===== src/rtl/mac_weight_loader_pkg.sv =====
// Shared types and lane geometry for the MAC weight loader.
// A 64-bit buffer word holds two slots of four byte lanes (a..d).
package mac_weight_loader_pkg;

  typedef enum logic [1:0] {
    ST_IDLE  = 2'd0,
    ST_FETCH = 2'd1,
    ST_DRAIN = 2'd2,
    ST_SET   = 2'd3
  } state_e;

  localparam int NUM_LANES   = 4;
  localparam int NUM_SLOTS   = 2;
  localparam int LANE_BITS   = 8;
  localparam int WORD_BITS   = NUM_LANES * NUM_SLOTS * LANE_BITS;

  localparam int LANE_A_OFS  = 0;
  localparam int LANE_B_OFS  = 8;
  localparam int LANE_C_OFS  = 16;
  localparam int LANE_D_OFS  = 24;
  localparam int SLOT_STRIDE = NUM_LANES * LANE_BITS;

  function automatic logic [LANE_BITS-1:0] lane_byte(input logic [WORD_BITS-1:0] word,
                                                     input int lane_ofs,
                                                     input int slot);
    return word[slot*SLOT_STRIDE + lane_ofs +: LANE_BITS];
  endfunction

endpackage


===== src/rtl/mac_weight_loader.sv =====
// Streams one weight tile (ARRAY_ROWS buffer words) into the array load chain,
// then commits the shadow weights with a single set_weight pulse once the array is idle.
module mac_weight_loader
  import mac_weight_loader_pkg::*;
#(
  parameter int ARRAY_ROWS        = 8,
  parameter int BUFFER_ADDR_WIDTH = 15
) (
  input  logic                         clk,
  input  logic                         rst_n,
  input  logic                         start_i,
  input  logic [BUFFER_ADDR_WIDTH-1:0] base_addr_i,
  input  logic                         array_busy_i,
  output logic                         buf_rd_en_o,
  output logic [BUFFER_ADDR_WIDTH-1:0] buf_rd_addr_o,
  input  logic [63:0]                  buf_rd_data_i,
  output logic                         prepare_weight_o,
  output logic                         set_weight_o,
  output logic [7:0]                   o_load_weight_data_a_0,
  output logic [7:0]                   o_load_weight_data_b_0,
  output logic [7:0]                   o_load_weight_data_c_0,
  output logic [7:0]                   o_load_weight_data_d_0,
  output logic [7:0]                   o_load_weight_data_a_1,
  output logic [7:0]                   o_load_weight_data_b_1,
  output logic [7:0]                   o_load_weight_data_c_1,
  output logic [7:0]                   o_load_weight_data_d_1,
  output logic                         busy_o,
  output logic                         done_o
);

  localparam int              ROW_W    = (ARRAY_ROWS > 1) ? $clog2(ARRAY_ROWS) : 1;
  localparam logic [ROW_W-1:0] LAST_ROW = ROW_W'(ARRAY_ROWS - 1);

  state_e                       state_q, state_d;
  logic [ROW_W-1:0]             row_q, row_d;
  logic [BUFFER_ADDR_WIDTH-1:0] base_q, base_d;
  logic                         prepare_q, prepare_d;
  logic [BUFFER_ADDR_WIDTH-1:0] addr_ofs;

  // NOTE: every signal gets a default before the case so no path leaves it unassigned (no latches).
  always_comb begin
    state_d      = state_q;
    row_d        = row_q;
    base_d       = base_q;
    buf_rd_en_o  = 1'b0;
    set_weight_o = 1'b0;
    done_o       = 1'b0;

    case (state_q)
      ST_IDLE: begin
        if (start_i) begin
          base_d  = base_addr_i;
          row_d   = '0;
          state_d = ST_FETCH;
        end
      end
      ST_FETCH: begin
        buf_rd_en_o = 1'b1;
        if (row_q == LAST_ROW) begin
          state_d = ST_DRAIN;
        end else begin
          row_d = row_q + ROW_W'(1);
        end
      end
      ST_DRAIN: begin
        state_d = ST_SET;
      end
      ST_SET: begin
        // Commit waits for the array; a reset in this cycle suppresses the pulse.
        if (!array_busy_i && rst_n) begin
          set_weight_o = 1'b1;
          done_o       = 1'b1;
          state_d      = ST_IDLE;
        end
      end
      default: state_d = ST_IDLE;
    endcase

    prepare_d = buf_rd_en_o;
  end

  // Offset arithmetic is done at address width so base+k wraps at the top of the buffer.
  assign addr_ofs      = BUFFER_ADDR_WIDTH'(row_q);
  assign buf_rd_addr_o = buf_rd_en_o ? (base_q + addr_ofs) : '0;
  assign busy_o        = (state_q != ST_IDLE);
  assign prepare_weight_o = prepare_q;

  // NOTE: state registers use non-blocking assignments so all flops update together at the edge.
  always_ff @(posedge clk) begin
    if (!rst_n) begin
      state_q   <= ST_IDLE;
      row_q     <= '0;
      base_q    <= '0;
      prepare_q <= 1'b0;
    end else begin
      state_q   <= state_d;
      row_q     <= row_d;
      base_q    <= base_d;
      prepare_q <= prepare_d;
    end
  end

  // Read data arrives one cycle after the strobe, i.e. exactly while prepare is high.
  always_comb begin
    o_load_weight_data_a_0 = '0;
    o_load_weight_data_b_0 = '0;
    o_load_weight_data_c_0 = '0;
    o_load_weight_data_d_0 = '0;
    o_load_weight_data_a_1 = '0;
    o_load_weight_data_b_1 = '0;
    o_load_weight_data_c_1 = '0;
    o_load_weight_data_d_1 = '0;
    if (prepare_q) begin
      o_load_weight_data_a_0 = lane_byte(buf_rd_data_i, LANE_A_OFS, 0);
      o_load_weight_data_b_0 = lane_byte(buf_rd_data_i, LANE_B_OFS, 0);
      o_load_weight_data_c_0 = lane_byte(buf_rd_data_i, LANE_C_OFS, 0);
      o_load_weight_data_d_0 = lane_byte(buf_rd_data_i, LANE_D_OFS, 0);
      o_load_weight_data_a_1 = lane_byte(buf_rd_data_i, LANE_A_OFS, 1);
      o_load_weight_data_b_1 = lane_byte(buf_rd_data_i, LANE_B_OFS, 1);
      o_load_weight_data_c_1 = lane_byte(buf_rd_data_i, LANE_C_OFS, 1);
      o_load_weight_data_d_1 = lane_byte(buf_rd_data_i, LANE_D_OFS, 1);
    end
  end

endmodule


===== config.mk =====
export PLATFORM = sky130hd
export DESIGN_NAME = mac_weight_loader
export DESIGN_NICKNAME = d
export VERILOG_FILES = /design/src/rtl/mac_weight_loader_pkg.sv /design/src/rtl/mac_weight_loader.sv
export SDC_FILE = /design/constraint.sdc
export NUM_CORES = 1
export LEC_CHECK = 0
export ABC_AREA = 1
export CORE_MARGIN = 4
export CORE_UTILIZATION = 32
export DETAILED_ROUTE_END_ITERATION = 10
export PLACE_DENSITY = 0.92
export SLEW_MARGIN = 20
export SYNTH_ARGS = -nofsm -noshare
export SYNTH_HDL_FRONTEND = slang
export SYNTH_SLANG_ARGS = --single-unit

===== constraint.sdc =====
create_clock -name clk -period 2.3 [get_ports clk]
set_input_delay 0.46 -clock clk [delete_from_list [all_inputs] [get_ports clk]]
set_output_delay 0.46 -clock clk [all_outputs]
set_load 0.005 [all_outputs]

==> results of run 1 <==
==> flip-flops by register name (all words and copies together), names as in the netlist <==
signal and cells:
state_q 2, prepare_weight_o 1, row_q 3, base_q 15
==> timing repair <==
item / 4_1_cts / 5_1_grt
endpoints found under the setup margin: 14 / 13
pin swaps: 6 / 7
setup buffers: 4 / 1
resized for setup: 49 / 18
==> through the flow <==
stage	cells	util	hold slack (ps)	power, uW
2_1_floorplan	369	-	457	1190
3_3_place_gp	609	0.636	468	1930
3_5_place_dp	609	0.636	484	1990
4_1_cts	617	0.656	499	2240
5_1_grt	618	0.662	554	2440
6_report	618	0.662	513	2250
==> worst paths after layout <==
path,startpoint,endpoint,slack (ps),cells past startpoint
max,base_q[0],buf_rd_addr_o[8],-30,12
min,base_q[14],base_q[14],510,2
max reg2reg,state_q[1],row_q[1],770,8
min reg2reg,base_q[14],base_q[14],510,2
==> routing by layer <==
layer / vias to the layer above / routed length, um / GRT usage
met2: 135 / 4400 / 0.430
li1: 1419 / - / -
met4: 0 / 440 / 0.114
met1: 1250 / 3000 / 0.214
met3: 27 / 626 / 0.0394
met5: - / 0 / 0
==> final cells by class <==
cell class	instances	area, sq um	share of cell area
sequential	21	428	0.110
clock buffer	4	45.0	0.0116
tap	75	93.8	0.0241
timing repair buffer	183	1760	0.453
multi-input combinational	241	1210	0.311
inverter	94	353	0.0906
==> power groups by stage <==
stage	registers [uW]	logic (uW)	clock network, uW
global placement	562	1370	0
global route	600	1590	254
CTS	577	1420	242
finish	588	1420	244
detailed placement	572	1410	0
floorplan	545	644	0
==> worst min-delay path, cell delays in order, from the launching register on <==
cell     delay, ps
dfxtp_1        330
nor2_1         100
nor2_1          50
==> cells in the mapped netlist <==
cell type    n  area share
nand2_1    121        0.23
inv_1       92        0.18
nor2_1      49       0.095
dfxtp_1     21        0.22
o21ai_0     18       0.047
a21oi_1     14       0.036
nand3_1     11       0.028
ha_1        10       0.065
buf_1        5      0.0097
clkbuf_1     5      0.0097
nand4_1      5       0.016
nor3_1       3      0.0077
nand2_2      2      0.0065
nor2_2       2      0.0065
a211oi_1     1      0.0039
a31oi_1      1      0.0032
and2_1       1      0.0032
buf_2        1      0.0026
buf_4        1      0.0039
clkbuf_2     1      0.0026
clkinv_1     1      0.0019
fa_1         1       0.010
inv_2        1      0.0019
nor2_4       1      0.0058
o21a_1       1      0.0039
==> logic make-up (layout without fill, tap and decap cells) <==
family / count (synthesis) / after routing
buf+inv: 107 / 281
flops: 21 / 21
fa+ha+maj: 11 / 11
compound gates: 35 / 35
simple gates: 195 / 195
==> impl_table.tex, run 1 <==
\begin{tabular}{lr}
\hline
Metric & Value \\
\hline
\multicolumn{2}{l}{\textbf{Floorplan}} \\
Die boundary width & around 86 um \\
\# IOs & 167 \\
Num rows & 28 \\
Die Area & around 7400 sq um \\
Standard cell core area & just under 6000 sq um \\
Die Ht & 85.8 um \\
Initial Utilization & 0.329 \\
\multicolumn{2}{l}{\textbf{Drt}} \\
Routed WL & roughly 8.5 mm \\
Length of the first detailed-routing pass in iterations & 4 \\
Routed wirelength normalized by instance count & about 14 um \\
Antenna Nets Post-Route & 0 \\
DRC violations left & 0 \\
Post-detailed-route via-to-cell ratio & between 4 and 5 \\
Violation count after the first detailed-routing iteration & about 80 \\
Vias after detailed routing & about 2,800 \\
\multicolumn{2}{l}{\textbf{Clock network}} \\
Clock Pin Slew Worst Setup and Hold Paths & 80 ps \\
Clock sink total & 21 \\
CTS tree & built \\
Library cell used as clock root buffer & clkbuf\_8 \\
Num CTS Buffers & 3 \\
Clk buf depth & 2 \\
Clock latency at the later pin of the worst-skew pair & roughly 260 ps \\
Number of hold-repair buffers added at the cts stage & 0 \\
H-tree Lvls & 1 \\
\multicolumn{2}{l}{\textbf{Synthesis}} \\
Combinational family with the most area after synthesis & simple AND/OR/NAND/NOR gates \\
Xor and xnor area share after synthesis & 0 \\
Post-synthesis adder-cell area fraction & 0.0749 \\
Synthesized instance count & between 300 and 400 \\
Post-synth net total & approximately 460 \\
Simple-gate share of the synthesized area & 0.404 \\
Flops \& latches, synth & 21 \\
Share of cell area taken by muxes after synthesis & 0 \\
Ys Warns & 0 \\
Netlist Area Pre-Place & 1940 sq um \\
Synth unique cells & 25 \\
Synth Area in Compound Gates & 0.0937 \\
Proportion of synthesized chip area in sequential cells & 0.217 \\
Average cell area after synthesis & between 5 and 6 sq um \\
\multicolumn{2}{l}{\textbf{Cells and area}} \\
Final antenna diode count & 0 \\
Area delta synth->final & 101\% \\
Commonest cells after routing, fill and taps aside & clkdlybuf4s50\_1, nand2\_1, inv\_1 \\
Post-layout net count & around 640 \\
Share of layout cells above drive strength 1 & 0.109 \\
Leading cell type in the layout, fill and taps excluded & clkdlybuf4s50\_1 \\
Total of fill cells in the finished design & around 480 \\
Post-route cell area & slightly below 4000 sq um \\
\multicolumn{2}{l}{\textbf{Timing}} \\
Unrepaired setup endpoints after global routing & yes \\
Post-route clock skew & around 5 ps \\
Transition time at the pin with the least slew margin & 285 ps \\
Max Fclk & between 400 and 500 MHz \\
Final setup violation count & 3 \\
Final Hold Vio Count & 0 \\
Post-route minimum period & roughly 2300 ps \\
Sum of negative setup slack & -72.6 ps \\
Final critical-path share of the clock period & 1.01 \\
Rel. slew slack & 0.810 \\
Final setup slack of the worst path & -28.6 ps \\
Max-slew violation count & 0 \\
\multicolumn{2}{l}{\textbf{Global route}} \\
Global-route total usage across every layer & 0.219 \\
Pin count of the biggest net entering global routing & between 60 and 70 \\
Global-route wire length before repair & $\sim$13 mm \\
Initial antenna violation count & 0 \\
Vias in the first global route & around 2,700 \\
Total gr overflow & 0 \\
\multicolumn{2}{l}{\textbf{Setup path}} \\
Total buffers and inverters traversed by the critical path & 4 \\
Cell class contributing the biggest share of worst-path delay & adder cells \\
Critical path data required time & about 1800 ps \\
Worst setup EP type & output port \\
Critical path startpoint category & flop \\
Slowest cell on the critical path & dfxtp\_4 \\
Maximum fanout encountered on the critical timing path & 3 \\
Data arrival time of the critical path & about 1900 ps \\
CP peak stage delay & between 300 and 400 ps \\
List of cells traversed by the critical path & ha\_4, inv\_2, fa\_2, inv\_2, nand3\_2, nand2\_4, buf\_6, and2\_4, nand2\_1, nand2\_1, nor2\_1, buf\_2 \\
Type of the worst setup path & flop to output port \\
\multicolumn{2}{l}{\textbf{Placed design}} \\
Count of input and output buffers & between 150 and 200 \\
HPWL reported at the end of detailed placement & 6.94 mm \\
Area after DPL & 3740 sq um \\
Global placer's final weighted congestion & 0.913 \\
Worst slack at placement & -255 ps \\
\multicolumn{2}{l}{\textbf{Pwr}} \\
Cell leakage power & $\sim$0.0021 uW \\
Sw Share & 0.414 \\
Switching power of the nets & around 930 uW \\
Proportion of power drawn by combinational gates & 0.631 \\
Clock share of power & 0.108 \\
Register share of total power & 0.261 \\
PD cells & around 580 nW/um\^{}2 \\
Worst supply voltage drop on vdd & $\sim$0.50 mV \\
Internal power consumption & between 1000 and 1500 uW \\
\multicolumn{2}{l}{\textbf{Worst hold path}} \\
Hold crit path type & flop to flop \\
\multicolumn{2}{l}{\textbf{Status}} \\
Outcome & complete, but fails checks \\
Failing checks & negative setup slack \\
\multicolumn{2}{l}{\textbf{Flow run}} \\
Max-Cap Viols & 0 \\
\hline
\end{tabular}
Power figures use the tool's default switching activity.
==> run 2: changes to the inputs <==
==> constraint.sdc (replaced) <==
create_clock -name clk -period 2.25 [get_ports clk]
set_input_delay 0.3375 -clock clk [delete_from_list [all_inputs] [get_ports clk]]
set_output_delay 0.3375 -clock clk [all_outputs]
set_load 0.005 [all_outputs]
==> impl_table.tex, run 2 (same netlist as run 1, synthesis figures left out) <==
\begin{tabular}{lr}
\hline
Metric & Value \\
\hline
\multicolumn{2}{l}{\textbf{Floorplan}} \\
Die boundary width & 85.8 um \\
Standard cell core area & between 5000 and 6000 sq um \\
Die Ht & between 80 and 90 um \\
Die Area & roughly 7400 sq um \\
Initial Utilization & 0.329 \\
\# IOs & 167 \\
Num rows & 28 \\
\multicolumn{2}{l}{\textbf{Timing}} \\
Final setup slack of the worst path & -21.1 ps \\
Final Hold Vio Count & 0 \\
Final setup violation count & 1 \\
Max Fclk & about 440 MHz \\
Post-route minimum period & 2270 ps \\
Sum of negative setup slack & -21.1 ps \\
Rel. slew slack & 0.802 \\
Post-route clock skew & 0.610 ps \\
Transition time at the pin with the least slew margin & roughly 300 ps \\
Final critical-path share of the clock period & 1.01 \\
Unrepaired setup endpoints after global routing & yes \\
Max-slew violation count & 0 \\
\multicolumn{2}{l}{\textbf{Global route}} \\
Global-route wire length before repair & 12.5 mm \\
Vias in the first global route & approximately 2,700 \\
Initial antenna violation count & 0 \\
Total gr overflow & 0 \\
Pin count of the biggest net entering global routing & 66 \\
Global-route total usage across every layer & 0.211 \\
\multicolumn{2}{l}{\textbf{Setup path}} \\
List of cells traversed by the critical path & ha\_4, inv\_2, fa\_2, inv\_2, nand3\_2, nand2\_2, buf\_6, nor2\_2, a211oi\_2, buf\_2 \\
Worst reg2reg path endpoint & row\_q[2] \\
Critical path data required time & about 1900 ps \\
Most Frequent Cell on Critical Path & inv\_2 \\
Data arrival time of the critical path & approximately 1900 ps \\
Type of the worst setup path & flop to output port \\
Maximum fanout encountered on the critical timing path & 3 \\
Reg2reg path depth & 8 \\
Slowest cell on the critical path & dfxtp\_2 \\
Internal reg-to-reg setup slack & around 710 ps \\
CP peak stage delay & approximately 360 ps \\
Cell class contributing the biggest share of worst-path delay & adder cells \\
Launch instance of the worst register-to-register path & state\_q[1] \\
Worst setup EP type & output port \\
Total buffers and inverters traversed by the critical path & 4 \\
Critical path startpoint category & flop \\
\multicolumn{2}{l}{\textbf{Drt}} \\
Violation count after the first detailed-routing iteration & 47 \\
Post-detailed-route via-to-cell ratio & 4.51 \\
Length of the first detailed-routing pass in iterations & 4 \\
DRC violations left & 0 \\
Routed WL & 8.26 mm \\
Vias after detailed routing & between 2,000 and 3,000 \\
Routed wirelength normalized by instance count & approximately 13 um \\
Antenna Nets Post-Route & 0 \\
\multicolumn{2}{l}{\textbf{Status}} \\
Outcome & complete, but fails checks \\
Failing checks & negative setup slack \\
\multicolumn{2}{l}{\textbf{Placed design}} \\
HPWL reported at the end of detailed placement & 6.72 mm \\
Worst slack at placement & -229 ps \\
Global placer's final weighted congestion & 0.925 \\
Area after DPL & $\sim$3700 sq um \\
Count of input and output buffers & between 150 and 200 \\
Number of placed instances with taps included & 606 \\
\multicolumn{2}{l}{\textbf{Worst hold path}} \\
Hold crit path type & flop to flop \\
Startpoint of the lowest-slack hold path & base\_q[5] \\
Terminating pin of the worst hold path & base\_q[5] \\
Number of cells traversed by the worst hold path & 2 \\
\multicolumn{2}{l}{\textbf{Cells and area}} \\
Largest Register & base\_q \\
Share of layout cells above drive strength 1 & 0.0985 \\
Area delta synth->final & 100\% \\
Post-route cell area & $\sim$3900 sq um \\
Post-layout net count & roughly 630 \\
Largest register FFs & 15 \\
Leading cell type in the layout, fill and taps excluded & clkdlybuf4s50\_1 \\
Commonest cells after routing, fill and taps aside & clkdlybuf4s50\_1, nand2\_1, inv\_1 \\
Final antenna diode count & 0 \\
Top flop regs & base\_q (15), row\_q (3), state\_q (2) \\
Cell Count, Final, Fillers Out & approximately 610 \\
\multicolumn{2}{l}{\textbf{Flow run}} \\
Max-Cap Viols & 0 \\
\multicolumn{2}{l}{\textbf{Clock network}} \\
Clock sink total & 21 \\
CTS tree & built \\
Number of hold-repair buffers added at the cts stage & 0 \\
Clock Pin Slew Worst Setup and Hold Paths & $\sim$70 ps \\
Library cell used as clock root buffer & clkbuf\_8 \\
Clock latency at the later pin of the worst-skew pair & 260 ps \\
Clk buf depth & 2 \\
Num CTS Buffers & 3 \\
H-tree Lvls & 1 \\
\multicolumn{2}{l}{\textbf{Pwr}} \\
Worst supply voltage drop on vdd & 0.617 mV \\
Overall power & 2290 uW \\
Cell leakage power & around 0.0021 uW \\
PD cells & slightly below 600 nW/um\^{}2 \\
\hline
\end{tabular}
==> run 2: changes by cell type in the layout (fill, tap and decap cells not counted), sizes merged <==
| cell | previous run | this run |
|---|---|---|
| buf | 22 | 17 |
| clkbuf | 7 | 5 |
| dlygate4sd2 | 5 | 7 |
| clkdlybuf4s15 | 1 | 0 |
| dlymetal6s2s | 0 | 1 |
==> run 2: how the worst max path moves through the flow <==
| stage | cells after the start | slack (ps) | startpoint | endpoint |
|---|---|---|---|---|
| global placement | 9 | -180 | row_q[0] | buf_rd_addr_o[4] |
| CTS | 10 | -80 | row_q[0] | buf_rd_addr_o[4] |
| floorplan | 9 | 350 | row_q[0] | buf_rd_addr_o[8] |
| detailed placement | 9 | -230 | base_q[0] | buf_rd_addr_o[4] |
| global route | 11 | -110 | base_q[1] | buf_rd_addr_o[10] |
| finish | 10 | -20 | base_q[0] | buf_rd_addr_o[4] |
==> run 2: final cells by class <==
| cell class | instances | area, sq um |
|---|---|---|
| clock buffer | 4 | 45.0 |
| fill | 503 | 2010 |
| inverter | 94 | 353 |
| multi-input combinational | 241 | 1220 |
| sequential | 21 | 424 |
| tap | 75 | 93.8 |
| timing repair buffer | 178 | 1740 |
==> run 2: report_power, final <==
part           internal [uW]  total, uW  leakage [uW]  switching, uW
Combinational            744       1450       0.00193            706
Sequential               477        594      0.000174            117
Clock                    126        243     0.0000228            117
Total                   1350       2290       0.00213            939
==> run 2: per-layer routing <==
| layer | global-route usage | routed length (um) | vias to the layer above |
|---|---|---|---|
| met5 | 0 | 0 | - |
| met4 | 0.0964 | 414 | 0 |
| met2 | 0.413 | 4240 | 131 |
| met1 | 0.217 | 3060 | 1199 |
| li1 | - | - | 1409 |
| met3 | 0.0288 | 542 | 24 |
==> run 2: metrics by stage <==
stage / hold slack, ps / utilization
floorplan: 457 / -
global placement: 470 / 0.632
detailed placement: 484 / 0.632
CTS: 499 / 0.652
global route: 533 / 0.658
finish: 506 / 0.658
==> run 2: tightest hold or removal path: cells and delay by family (launching register included) <==
family | cells | cell delay (ps)
buf+inv | 1 | 80
compound gates | 1 | 60
flops | 1 | 320
==> run 2: timing repair <==
item | CTS | global route
pin swaps | 6 | 10
buffers inserted | 3 | 1
setup endpoints to repair | 13 | 10
resized for setup | 43 | 19
==> run 3: changes to the inputs <==
CORE_UTILIZATION = 29   (was 32)
GPL_TIMING_DRIVEN = 0   (was not set)
PLACE_DENSITY = 0.89   (was 0.92)
clock period = 2 ns   (was 2.25 ns; I/O delays follow)
==> impl_table.tex, run 3 (same netlist as run 1, synthesis figures left out) <==
\begin{tabular}{lr}
\hline
Metric & Value \\
\hline
\multicolumn{2}{l}{\textbf{Cells and area}} \\
Commonest cells after routing, fill and taps aside & clkdlybuf4s50\_1, nand2\_1, inv\_1 \\
Largest Register & base\_q \\
Final antenna diode count & 0 \\
Total of fill cells in the finished design & between 500 and 600 \\
Cell Count, Final, Fillers Out & about 630 \\
Leading cell type in the layout, fill and taps excluded & clkdlybuf4s50\_1 \\
Post-layout net count & roughly 650 \\
Area delta synth->final & 108\% \\
Share of layout cells above drive strength 1 & 0.163 \\
Post-route cell area & slightly above 4000 sq um \\
Largest register FFs & 15 \\
Top flop regs & base\_q (15), row\_q (3), state\_q (2) \\
\multicolumn{2}{l}{\textbf{Setup path}} \\
Maximum fanout encountered on the critical timing path & 3 \\
Cell class contributing the biggest share of worst-path delay & adder cells \\
Slowest cell on the critical path & dfxtp\_4 \\
Data arrival time of the critical path & $\sim$1900 ps \\
Internal reg-to-reg setup slack & between 400 and 500 ps \\
Worst reg2reg path endpoint & row\_q[2] \\
Critical path startpoint category & flop \\
CP peak stage delay & about 370 ps \\
Reg2reg path depth & 9 \\
List of cells traversed by the critical path & ha\_4, inv\_2, fa\_2, inv\_2, nand3\_2, nand2\_4, buf\_6, nand3\_2, nand2\_2, nand2\_2, nor2\_2, buf\_2 \\
Type of the worst setup path & flop to output port \\
Worst setup EP type & output port \\
Total buffers and inverters traversed by the critical path & 4 \\
Critical path data required time & between 1500 and 2000 ps \\
Launch instance of the worst register-to-register path & row\_q[0] \\
\multicolumn{2}{l}{\textbf{Status}} \\
Failing checks & negative setup slack \\
Outcome & complete, but fails checks \\
\multicolumn{2}{l}{\textbf{Clock network}} \\
H-tree Lvls & 1 \\
Library cell used as clock root buffer & clkbuf\_8 \\
Clk buf depth & 2 \\
Number of hold-repair buffers added at the cts stage & 0 \\
Clock latency at the later pin of the worst-skew pair & around 260 ps \\
CTS tree & built \\
Clock Pin Slew Worst Setup and Hold Paths & around 70 ps \\
Clock sink total & 21 \\
Num CTS Buffers & 3 \\
\multicolumn{2}{l}{\textbf{Global route}} \\
Total gr overflow & 0 \\
Pin count of the biggest net entering global routing & 12 \\
Initial antenna violation count & 0 \\
Global-route wire length before repair & roughly 14 mm \\
Vias in the first global route & 2,783 \\
Global-route total usage across every layer & 0.206 \\
\multicolumn{2}{l}{\textbf{Floorplan}} \\
Die Ht & 89.7 um \\
Standard cell core area & $\sim$6400 sq um \\
Num rows & 29 \\
\# IOs & 167 \\
Die Area & approximately 8000 sq um \\
Initial Utilization & 0.302 \\
Die boundary width & 89.7 um \\
\multicolumn{2}{l}{\textbf{Placed design}} \\
Area after DPL & $\sim$3700 sq um \\
Number of placed instances with taps included & 611 \\
Count of input and output buffers & 165 \\
HPWL reported at the end of detailed placement & 6.91 mm \\
Global placer's final weighted congestion & $\sim$0.91 \\
\multicolumn{2}{l}{\textbf{Timing}} \\
Worst hold margin & between 300 and 400 ps \\
Final setup slack of the worst path & -217 ps \\
Max-slew violation count & 0 \\
Post-route clock skew & roughly 4.4 ps \\
Rel. slew slack & 0.732 \\
Post-route minimum period & $\sim$2200 ps \\
Final critical-path share of the clock period & 1.11 \\
Final setup violation count & 8 \\
Final Hold Vio Count & 0 \\
Transition time at the pin with the least slew margin & 403 ps \\
Max Fclk & $\sim$450 MHz \\
Unrepaired setup endpoints after global routing & yes \\
\multicolumn{2}{l}{\textbf{Pwr}} \\
PD cells & between 600 and 700 nW/um\^{}2 \\
Worst supply voltage drop on vdd & 0.717 mV \\
Cell leakage power & 0.00217 uW \\
\multicolumn{2}{l}{\textbf{Drt}} \\
Routed wirelength normalized by instance count & between 10 and 15 um \\
Length of the first detailed-routing pass in iterations & 4 \\
Violation count after the first detailed-routing iteration & roughly 110 \\
DRC violations left & 0 \\
Routed WL & between 8 and 9 mm \\
Vias after detailed routing & 2,956 \\
Antenna Nets Post-Route & 0 \\
Post-detailed-route via-to-cell ratio & about 4.7 \\
\multicolumn{2}{l}{\textbf{Worst hold path}} \\
Hold crit path type & input port to flop \\
Number of cells traversed by the worst hold path & 3 \\
Startpoint of the lowest-slack hold path & rst\_n \\
Terminating pin of the worst hold path & base\_q[0] \\
\multicolumn{2}{l}{\textbf{Flow run}} \\
Max-Cap Viols & 0 \\
\hline
\end{tabular}
run 3: cell count changes in the layout (fill, tap and decap cells not counted), moves of 4 or more:
cell	delta
a21oi_2	+4
dlygate4sd2_1	-4
nand2_1	-5
a21oi_1	-4
buf_4	+5
nand3_2	+4
dfxtp_4	+4
clkbuf_2	+4
nand2_2	+4
dfxtp_1	-5
run 3: cell type report:
class	instances	area, sq um	share of cell area
inverters	94	355	0.0881
clock buffers	4	45.0	0.0112
multi-input cells	241	1280	0.319
repair buffers	179	1720	0.425
flip-flops and latches	21	440	0.109
plain buffers	13	95.1	0.0236
well taps	77	96.3	0.0239
run 3: worst max-delay path by stage:
stage	start	end	slack, ps	cells past startpoint
2_1_floorplan	row_q[0]	buf_rd_addr_o[8]	140	9
3_3_place_gp	row_q[0]	buf_rd_addr_o[4]	-580	9
3_5_place_dp	row_q[0]	buf_rd_addr_o[4]	-690	9
4_1_cts	base_q[0]	buf_rd_addr_o[4]	-320	10
5_1_grt	base_q[0]	buf_rd_addr_o[10]	-330	12
6_report	base_q[0]	buf_rd_addr_o[10]	-220	12
run 3: worst min-delay path, cell delays in order:
cell and delay, ps:
clkbuf_2 150, o21ai_0 100, nor2_1 40
run 3: layer usage:
layer  part of all wire  vias up  GRT usage
met5                  0        -          0
met4              0.024        0     0.0524
met3              0.087       21     0.0518
met2               0.52      156      0.408
met1               0.37     1337      0.214
li1                   -     1442          -
run 3: timing repair:
action	in CTS	in global routing
endpoints found under the hold margin	0	0
setup buffers	9	6
gates resized for setup	80	45
pin swaps	11	18
endpoints found under the setup margin	76	24
run 3: power by group:
part           internal [uW]  switching [uW]
clock                    142             128
combinational            899             831
sequential               548             148
run 3: metrics by stage:
stage | TNS [ps] | setup slack [ps] | total power (uW) | utilization
3_5_place_dp | -4310 | -692 | 2220 | 0.574
2_1_floorplan | 0 | 140 | 1370 | -
3_3_place_gp | -3570 | -577 | 2170 | 0.574
6_report | -1140 | -217 | 2690 | 0.628
5_1_grt | -1810 | -328 | 2920 | 0.628
4_1_cts | -1410 | -321 | 2600 | 0.609
